--- config.mk ---
export PLATFORM = sky130hd
export DESIGN_NAME = mem_bus_arbiter
export DESIGN_NICKNAME = d
export VERILOG_FILES = /design/src/rtl/mem_bus_arbiter.sv
export SDC_FILE = /design/constraint.sdc
export NUM_CORES = 1
export LEC_CHECK = 0
export ABC_AREA = 1
export BUFFER_PORTS_ARGS = -buffer_cell sky130_fd_sc_hd__buf_2
export CAP_MARGIN = 20
export CORE_MARGIN = 2
export CORE_UTILIZATION = 34
export CTS_CLUSTER_DIAMETER = 30
export DETAILED_ROUTE_END_ITERATION = 16
export MAX_ROUTING_LAYER = met4
export PLACE_DENSITY = 0.83
export RECOVER_POWER = 50
export SYNTH_ARGS = -nofsm -noshare
export SYNTH_HDL_FRONTEND = slang
export SYNTH_SLANG_ARGS = --single-unit
--- constraint.sdc ---
create_clock -name clk -period 1.7 [get_ports clk]
set_input_delay 0.085 -clock clk [delete_from_list [all_inputs] [get_ports clk]]
set_output_delay 0.085 -clock clk [all_outputs]
set_load 0.02 [all_outputs]
--- src/rtl/mem_bus_arbiter.sv ---
// Data-memory bus arbiter: grants one of NUM_MST masters and muxes it onto the slave bus.
// Optional grant-hold timeout is compiled in when the macro ARB_TIMEOUT_EN is defined.
module mem_bus_arbiter #(
    parameter int unsigned NUM_MST    = 3,
    parameter int unsigned FIXED_PRIO = 0,
    parameter int unsigned MAX_HOLD   = 64
) (
    input  logic                 clk,
    input  logic                 rst,
    input  logic [NUM_MST-1:0]   mst_req,
    output logic [NUM_MST-1:0]   mst_grant,
    input  logic [8*NUM_MST-1:0] mst_addr,
    input  logic [NUM_MST-1:0]   mst_wr,
    input  logic [NUM_MST-1:0]   mst_rd,
    input  logic [8*NUM_MST-1:0] mst_wdata,
    output logic [7:0]           slv_addr,
    output logic                 slv_wr,
    output logic                 slv_rd,
    output logic [7:0]           slv_wdata,
    output logic                 bus_busy,
    output logic [1:0]           owner,
    output logic                 timeout_err
);
    localparam int unsigned IDX_W = 2;
    localparam int unsigned VEC_W = 4;

    typedef enum logic {
        IDLE  = 1'b0,
        OWNED = 1'b1
    } state_e;

    if (NUM_MST < 2 || NUM_MST > 4 || MAX_HOLD == 0) begin : g_param_check
        $error("mem_bus_arbiter: NUM_MST must be 2..4 and MAX_HOLD nonzero");
    end

    function automatic logic [IDX_W-1:0] wrap_inc(input logic [IDX_W-1:0] i);
        if (32'(i) + 32'd1 >= NUM_MST) return '0;
        return i + IDX_W'(1);
    endfunction

    state_e             state_q, state_d;
    logic [NUM_MST-1:0] grant_q, grant_d;
    logic [IDX_W-1:0]   owner_q, owner_d;
    logic [IDX_W-1:0]   ptr_q, ptr_d;
    logic               busy_q, busy_d;

    logic [VEC_W-1:0]   cand;
    logic [VEC_W-1:0]   onehot;
    logic [IDX_W-1:0]   scan_base;
    logic [IDX_W-1:0]   win_idx;
    logic               win_found;
    logic               owner_req;
    logic               take;
    logic               hold_expired;
    int unsigned        idx_sum;

    // Candidates exclude the current owner, so a releasing master never wins its own re-arbitration
    always_comb begin
        cand      = VEC_W'(mst_req & ~grant_q);
        owner_req = |(mst_req & grant_q);
        scan_base = (FIXED_PRIO != 0) ? '0 : ptr_q;
        win_found = 1'b0;
        win_idx   = '0;
        idx_sum   = '0;
        for (int k = int'(NUM_MST) - 1; k >= 0; k--) begin
            idx_sum = 32'(scan_base) + 32'(k);
            if (idx_sum >= NUM_MST) idx_sum = idx_sum - NUM_MST;
            if (cand[IDX_W'(idx_sum)]) begin
                win_found = 1'b1;
                win_idx   = IDX_W'(idx_sum);
            end
        end
        onehot = VEC_W'(1) << win_idx;
    end

`ifdef ARB_TIMEOUT_EN
    localparam int unsigned CNT_W = $clog2(MAX_HOLD + 1);

    logic [CNT_W-1:0] hold_q, hold_d;
    logic             tmo_q, tmo_d;

    // Expires on the cycle whose edge brings the count to MAX_HOLD, but only under contention
    assign hold_expired = (hold_q >= CNT_W'(MAX_HOLD - 1)) && (|cand);
    assign timeout_err  = tmo_q;
`else
    assign hold_expired = 1'b0;
    assign timeout_err  = 1'b0;
`endif

    always_comb begin
        state_d = state_q;
        grant_d = grant_q;
        owner_d = owner_q;
        ptr_d   = ptr_q;
        busy_d  = busy_q;
        take    = 1'b0;
`ifdef ARB_TIMEOUT_EN
        hold_d  = hold_q;
        tmo_d   = 1'b0;
`endif
        unique case (state_q)
            IDLE: take = win_found;
            OWNED: begin
`ifdef ARB_TIMEOUT_EN
                if (hold_q < CNT_W'(MAX_HOLD)) hold_d = hold_q + CNT_W'(1);
                if (owner_req && hold_expired) tmo_d = 1'b1;
`endif
                if (!owner_req || hold_expired) begin
                    if (win_found) begin
                        take = 1'b1;
                    end else begin
                        state_d = IDLE;
                        grant_d = '0;
                        owner_d = '0;
                        busy_d  = 1'b0;
                    end
                end
            end
            default: ;
        endcase
        if (take) begin
            state_d = OWNED;
            grant_d = onehot[NUM_MST-1:0];
            owner_d = win_idx;
            ptr_d   = wrap_inc(win_idx);
            busy_d  = 1'b1;
`ifdef ARB_TIMEOUT_EN
            hold_d  = '0;
`endif
        end
    end

    always_ff @(posedge clk or posedge rst) begin
        if (rst) begin
            state_q <= IDLE;
            grant_q <= '0;
            owner_q <= '0;
            ptr_q   <= '0;
            busy_q  <= 1'b0;
        end else begin
            state_q <= state_d;
            grant_q <= grant_d;
            owner_q <= owner_d;
            ptr_q   <= ptr_d;
            busy_q  <= busy_d;
        end
    end

`ifdef ARB_TIMEOUT_EN
    always_ff @(posedge clk or posedge rst) begin
        if (rst) begin
            hold_q <= '0;
            tmo_q  <= 1'b0;
        end else begin
            hold_q <= hold_d;
            tmo_q  <= tmo_d;
        end
    end
`endif

    // Slave bus follows the registered one-hot grant; zero when nobody owns it
    always_comb begin
        slv_addr  = '0;
        slv_wr    = 1'b0;
        slv_rd    = 1'b0;
        slv_wdata = '0;
        for (int i = 0; i < int'(NUM_MST); i++) begin
            if (grant_q[i]) begin
                slv_addr  = slv_addr | mst_addr[8*i +: 8];
                slv_wr    = slv_wr | mst_wr[i];
                slv_rd    = slv_rd | mst_rd[i];
                slv_wdata = slv_wdata | mst_wdata[8*i +: 8];
            end
        end
    end

    assign mst_grant = grant_q;
    assign owner     = owner_q;
    assign bus_busy  = busy_q;

endmodule

==> summary.md, run 1 <==
| Metric | Value |
|---|---|
| CTS Buf Count | 3 |
| Antenna Cells | 0 |
| Synth top cells by count | 79 x nand2_1, 30 x nand3_1, 11 x inv_1 |
| Gpl congestion | 0.933 |
| Detail Route Antenna Nets | 0 |
| Design Area, Final | 1500 µm² |
| WL/cell | 10.5 µm |
| Worst skew pair latency | 0.25 ns |
| Drt total wl | 3060 µm |
| FP Rows | 19 |
| Syn nets | 237 |
| Via count | 1362 |
| Post-synthesis cell area | 1000 µm² |
| Initial core utilization | 36.0% |
| CP top delay family | simple AND/OR/NAND/NOR gates |
| Synth top area share | 29.6% |
| FMAX | 620 MHz |
| Core Region | 2780 µm² |
| Vias in the first global route | 1071 |
| IO Port Bufs | 82 |
| Share of layout cells above drive strength 1 | 40.0% |
| CTS max path bufs | 2 |
| Clock Sinks | 9 |
| Synth unique cells | 22 |
| Area growth syn-to-layout | 50.1% |
| Slew Limit Fails | 0 |
| Post-Route Skew | 0.00407 ns |
| Top cells by area, synth | nand2_1 30%, dfrtp_1 23%, nand3_1 15%, nand3_2 5.0%, inv_1 4.1% |
| First-pass GRT wire length | 4550 µm |
| Placed Area | 1450 µm² |
| Total power draw | 2.61 mW |
| Post-synth ARST share | 100% |
| Final Cycle Share | 94.8% |
| CP max FO | 9 |
| Worst VDD drop | 1.22 mV |
| Post-route minimum period | 1.61 ns |
| Worst hold margin | 0.280 ns |
| Nets | 323 |
| Overall Global Routing Usage | 17.2% |
| Max Cap Violations | 0 |
| Slowest-stage cell, CP | dfrtp_1 |
| Worst EP arrival | 1.76 ns |
| Warning count from the yosys run | 0 |
| CTS H-tree depth | 1 |
| Worst EP required | 1.85 ns |
| Post-synth EDFFs | 0 |
| Final setup fails | 0 |
| CP cell instances | ha_4 > inv_2 > nand3_2 > nand2_2 > a21oi_2 > nand3_2 > nand2_4 > inv_2 > nand3_2 > nand2_1 |
| CP bufs+invs | 2 |
| CTS Root Cell | clkbuf_4 |
| Seq/Total Area, Yosys | 22.5% |
| Util after Layout | 54.0% |
| RSZ-0062 raised after global routing | yes |
| Vias per cell | 4.68 |
| Outcome | finished clean |
| Total gr overflow | 0 |
| PD cells | 1740 nW/µm² |
| Final Hold Viols | 0 |
| Crit. End Element | flop |
| Setup TNS | 0 ns |
| Crit-path most repeated cell | nand3_2 |
| Most frequent cell after synthesis | nand2_1 |
| # IOs | 84 |
| Die Y | 58.3 µm |
| Crit path kind | flop to flop |
| Die Wd | 58.3 µm |
| Clock transition at path regs | 0.06 ns |
| CP Launch Type | flop |
| DR iter-0 viols | 107 |
| Static Leak | 0.867 nW |
| Initial antenna violation count | 0 |
| Mapped Cells | 175 |
| Largest net degree at the start of global routing | 21 |
| DRC Markers | 0 |
| #FFs+latches synth | 9 |
| Leading area contributor after synthesis | nand2_1 |
| Pre-antenna DRT Iters | 4 |
| Worst min-delay path class | input port to flop |
| TritonCTS clock tree | yes |
| Synthesized area per cell | 5.72 µm² |
| Hpwl dp | 2420 µm |
| Fillers | 289 |
| Crit-path max cell delay | 0.42 ns |
| Main flop type after synthesis | dfrtp_1 |
| Total die area | 3390 µm² |
-- placed cells by master, fill, tap and decap left out, drive strengths merged --
| master | instances |
|---|---|
| nor3 | 4 |
| clkbuf | 13 |
| buf | 78 |
| inv | 17 |
| conb | 1 |
| ha | 3 |
| nand3 | 35 |
| a21oi | 1 |
| o21ai | 7 |
| nand3b | 1 |
| dlygate4sd3 | 1 |
| nand2 | 86 |
| nand4 | 1 |
| dfrtp | 9 |
| nor2 | 3 |
-- metal layers --
| metal | up-vias | GRT usage, % | wire (µm) |
|---|---|---|---|
| li1 | 729 | - | - |
| met1 | 576 | 23.9 | 1400 |
| met2 | 57 | 26.8 | 1460 |
| met3 | 0 | 3.79 | 200 |
| met4 | 0 | 1.33 | 0 |
| met5 | - | - | 0 |
-- kinds of logic after synthesis --
logic type               count (synthesis)  synth area share [%]
AO/OA/AOI/OAI                            8                  4.37
adder cells (fa/ha/maj)                  3                  3.75
buffers and inverters                   24                  9.75
flip-flops                               9                  22.5
other                                    1                 0.375
AND/OR/NAND/NOR                        130                  59.3
-- worst reg2reg max path, delay by kind of cell, from the launching register on --
kind | cells | cell delay (ns)
fa+ha+maj | 1 | 0.32
flops | 1 | 0.42
buf+inv | 2 | 0.12
simple gates | 6 | 0.47
compound gates | 1 | 0.19
-- registers in the layout, summed over array words and instances (netlist names) --
signal / flops
bus_busy: 1
mst_grant: 3
owner: 2
ptr_q: 2
state_q: 1
-- path summary, 6_finish.rpt --
check	start	end	slack, ns	cells after the start
max	ptr_q[1]$_DFFE_PP0P_	mst_grant[0]$_DFFE_PP0P_	0.09	10
min	mst_req[0]	state_q$_DFF_PP0_	0.28	5
max reg2reg	ptr_q[1]$_DFFE_PP0P_	mst_grant[0]$_DFFE_PP0P_	0.09	10
min reg2reg	bus_busy$_DFFE_PP0P_	bus_busy$_DFFE_PP0P_	0.51	2
max in group asynchronous	rst	owner[0]$_DFFE_PP0P_	1.13	3
min in group asynchronous	rst	mst_grant[1]$_DFFE_PP0P_	0.32	3
-- power by group --
group | switching [mW] | internal, mW | total (mW) | leakage [nW]
Clock | 0.0662 | 0.0899 | 0.156 | 0.0150
Combinational | 1.35 | 0.720 | 2.07 | 0.742
Sequential | 0.0724 | 0.309 | 0.381 | 0.111
Total | 1.49 | 1.12 | 2.61 | 0.867
-- final cells by class --
class	count	area [µm²]	area share, %
well taps	31	38.8	2.58
repair buffers	88	445	29.6
multi-input cells	142	703	46.8
flip-flops and latches	9	225	15.0
clock buffers	4	26.3	1.75
inverters	17	63.8	4.25
-- per-stage QoR --
| step | cells | setup slack, ns |
|---|---|---|
| 2_1_floorplan | 175 | 0.144 |
| 3_3_place_gp | 285 | 0.0911 |
| 3_5_place_dp | 285 | 0.0162 |
| 4_1_cts | 290 | 0.0122 |
| 5_1_grt | 291 | -0.0105 |
| 6_report | 291 | 0.0883 |
-- timing repair --
item,CTS,global route
gates resized for setup,0,3
setup buffers,0,1
hold buffers,1,0
endpoints found under the hold margin,9,0
setup endpoints to repair,0,7
No activity file was read; power rests on OpenSTA's default activity.
==> run 2, diff against run 1 <==
- MAX_ROUTING_LAYER: met4 -> unset
- TNS_END_PERCENT: unset -> 5
- clock period: 1.7 -> 1.86 ns (I/O delays scaled with it)
==> run 2 against run 1 <==
Net effect:
- sequential cell count unchanged
- global-route usage decreased by 0.97 points
- clock power down 11%
- maximum frequency fell by 4.8%
- routed wire length shrank 3.4%
- combinational power down 14%
- sequential share of layout area grew 0.45 points
- hold slack worse by 0.0022 ns
- design area down 2.9%
- first-iteration DRC count decreased by 50%
- die area stayed put
- count of clock-buffer cells in the layout unchanged
- largest cell class unchanged
==> summary.md, run 2 (same netlist as run 1, synthesis figures left out) <==
| Metric | Value |
|---|---|
| Net Sw Power | 1.32 mW |
| WL/cell | 10.2 µm |
| Clock Sinks | 9 |
| Antenna Cells | 0 |
| Hpwl dp | 2420 µm |
| Crit. End Element | flop |
| Reg2reg setup slack | 0.17 ns |
| Core Region | 2780 µm² |
| GRT met2 Usage | 26.5% |
| Area growth syn-to-layout | 45.8% |
| IO Port Bufs | 82 |
| FP Rows | 19 |
| GR Util met1 | 23.2% |
| Setup TNS | 0 ns |
| Worst skew pair latency | 0.25 ns |
| Worst EP arrival | 1.83 ns |
| CP Depth | 11 |
| Most used routing layer | met2 |
| Final Hold Viols | 0 |
| Clock transition at path regs | 0.05 ns |
| Gate power share | 78.5% |
| Via count | 1313 |
| TritonCTS clock tree | yes |
| DR iter-0 viols | 53 |
| Multi-input gate area | 678 µm² |
| Static Leak | 0.847 nW |
| Switching Share | 58.4% |
| Max Cap Violations | 0 |
| Commonest cells after routing, fill and taps aside | 79 x nand2_1, 71 x buf_2, 30 x nand3_1 |
| Nets | 321 |
| Final Cycle Share | 91.0% |
| PD cells | 1550 nW/µm² |
| Crit path kind | flop to flop |
| CP max FO | 9 |
| Post_cts resized | 0 |
| Post-route minimum period | 1.69 ns |
| RSZ-0062 raised after global routing | no |
| Dpl ws | 0.166 ns |
| CTS Buf Count | 3 |
| Die Wd | 58.3 µm |
| CTS H-tree depth | 1 |
| Total gr overflow | 0 |
| Outcome | finished clean |
| Vias in the first global route | 1025 |
| Worst EP required | 2.00 ns |
| Initial antenna violation count | 0 |
| Post-Route Skew | 0.00223 ns |
| Pre-antenna DRT Iters | 4 |
| Gpl congestion | 0.925 |
| Fillers | 289 |
| First-pass GRT wire length | 4370 µm |
| R2R cell count | 11 |
| Setup Fix Bufs, Post-CTS | 0 |
| Flop pwr share | 15.4% |
| Crit-path max cell delay | 0.39 ns |
| FMAX | 591 MHz |
| CP cell instances | inv_1 > ha_1 > inv_2 > nand3_2 > nand2_2 > a21oi_2 > nand3_2 > nand2_4 > inv_2 > nand3_2 > nand2_1 |
| Worst VDD drop | 0.964 mV |
| Slowest-stage cell, CP | dfrtp_1 |
| CP top delay family | simple AND/OR/NAND/NOR gates |
| Critical R2R Capture | mst_grant[0]$_DFFE_PP0P_ |
| RR Startpoint | ptr_q[0]$_DFFE_PP0P_ |
| Overall Global Routing Usage | 16.3% |
| DRC Markers | 0 |
| Crit-path most repeated cell | nand3_2 |
| Max reg flops | 3 |
| Register Area | 225 µm² |
| Drt total wl | 2960 µm |
| CTS Root Cell | clkbuf_4 |
| Internal power | 0.940 mW |
| Worst setup margin | 0.167 ns |
| CP bufs+invs | 3 |
| Worst min-delay path class | input port to flop |
| Initial core utilization | 36.0% |
| Most common cell after layout, fill and taps aside | nand2_1 |
| Clk network pwr share | 6.1% |
| Detail Route Antenna Nets | 0 |
| CTS max path bufs | 2 |
| Critical Path End | mst_grant[0]$_DFFE_PP0P_ |
| Largest net degree at the start of global routing | 21 |
| Final setup fails | 0 |
| Total die area | 3390 µm² |
| Met3 Use GR | 4.02% |
| # IOs | 84 |
| Setup crit start | ptr_q[0]$_DFFE_PP0P_ |
| Die Y | 58.3 µm |
| Vias per cell | 4.54 |
| CP Launch Type | flop |
| Total power draw | 2.26 mW |
| Share of layout cells above drive strength 1 | 37.6% |
| Slew Limit Fails | 0 |
==> run 2: through the flow <==
| stage | hold slack (ns) | cell area, µm² | util, % | cells |
|---|---|---|---|---|
| 2_1_floorplan | -0.0791 | 1000 | - | 175 |
| 3_3_place_gp | 0.0562 | 1440 | 51.7 | 284 |
| 3_5_place_dp | 0.0621 | 1440 | 51.7 | 284 |
| 4_1_cts | 0.282 | 1480 | 53.0 | 289 |
| 5_1_grt | 0.308 | 1460 | 52.5 | 289 |
| 6_report | 0.278 | 1460 | 52.5 | 289 |
==> run 2: area by class of cell <==
class | instances | share of cell area (%)
sequential | 9 | 15.4
clock buffer | 4 | 1.80
timing repair buffer | 86 | 29.2
multi-input combinational | 142 | 46.5
tap | 31 | 2.66
inverter | 17 | 4.37
==> run 2: power by group through the flow <==
stage,registers (mW),logic (mW),clock network [mW]
after floorplan,0.391,1.28,0
after global placement,0.351,1.77,0
after detailed placement,0.352,1.79,0
after CTS,0.349,1.81,0.144
after global routing,0.359,1.97,0.153
final,0.348,1.78,0.139
==> run 2: layer usage <==
layer	routed length (µm)	vias to the layer above	share of wire (%)
li1	-	718	-
met1	1290	546	44
met2	1440	49	49
met3	229	0	7.7
met4	0	0	0
met5	0	-	0
==> run 2: how the worst min path moves through the flow <==
stage               start                   end  cells after the start
2_1_floorplan         rst  bus_busy$_DFFE_PP0P_                      1
3_3_place_gp          rst  owner[1]$_DFFE_PP0P_                      2
3_5_place_dp          rst  owner[1]$_DFFE_PP0P_                      2
4_1_cts        mst_req[0]     state_q$_DFF_PP0_                      5
5_1_grt        mst_req[0]     state_q$_DFF_PP0_                      5
6_report       mst_req[0]     state_q$_DFF_PP0_                      5
==> run 2: worst reg2reg max path, stage by stage, from the launching register on <==
cell,delay (ns)
dfrtp_1,0.39
inv_1,0.06
ha_1,0.37
inv_2,0.08
nand3_2,0.06
nand2_2,0.06
a21oi_2,0.17
nand3_2,0.10
nand2_4,0.12
inv_2,0.06
nand3_2,0.06
nand2_1,0.05
==> run 2: timing repair <==
action / CTS / global route
endpoints found under the setup margin: 0 / 0
endpoints found under the hold margin: 9 / 0
hold buffers: 1 / 0
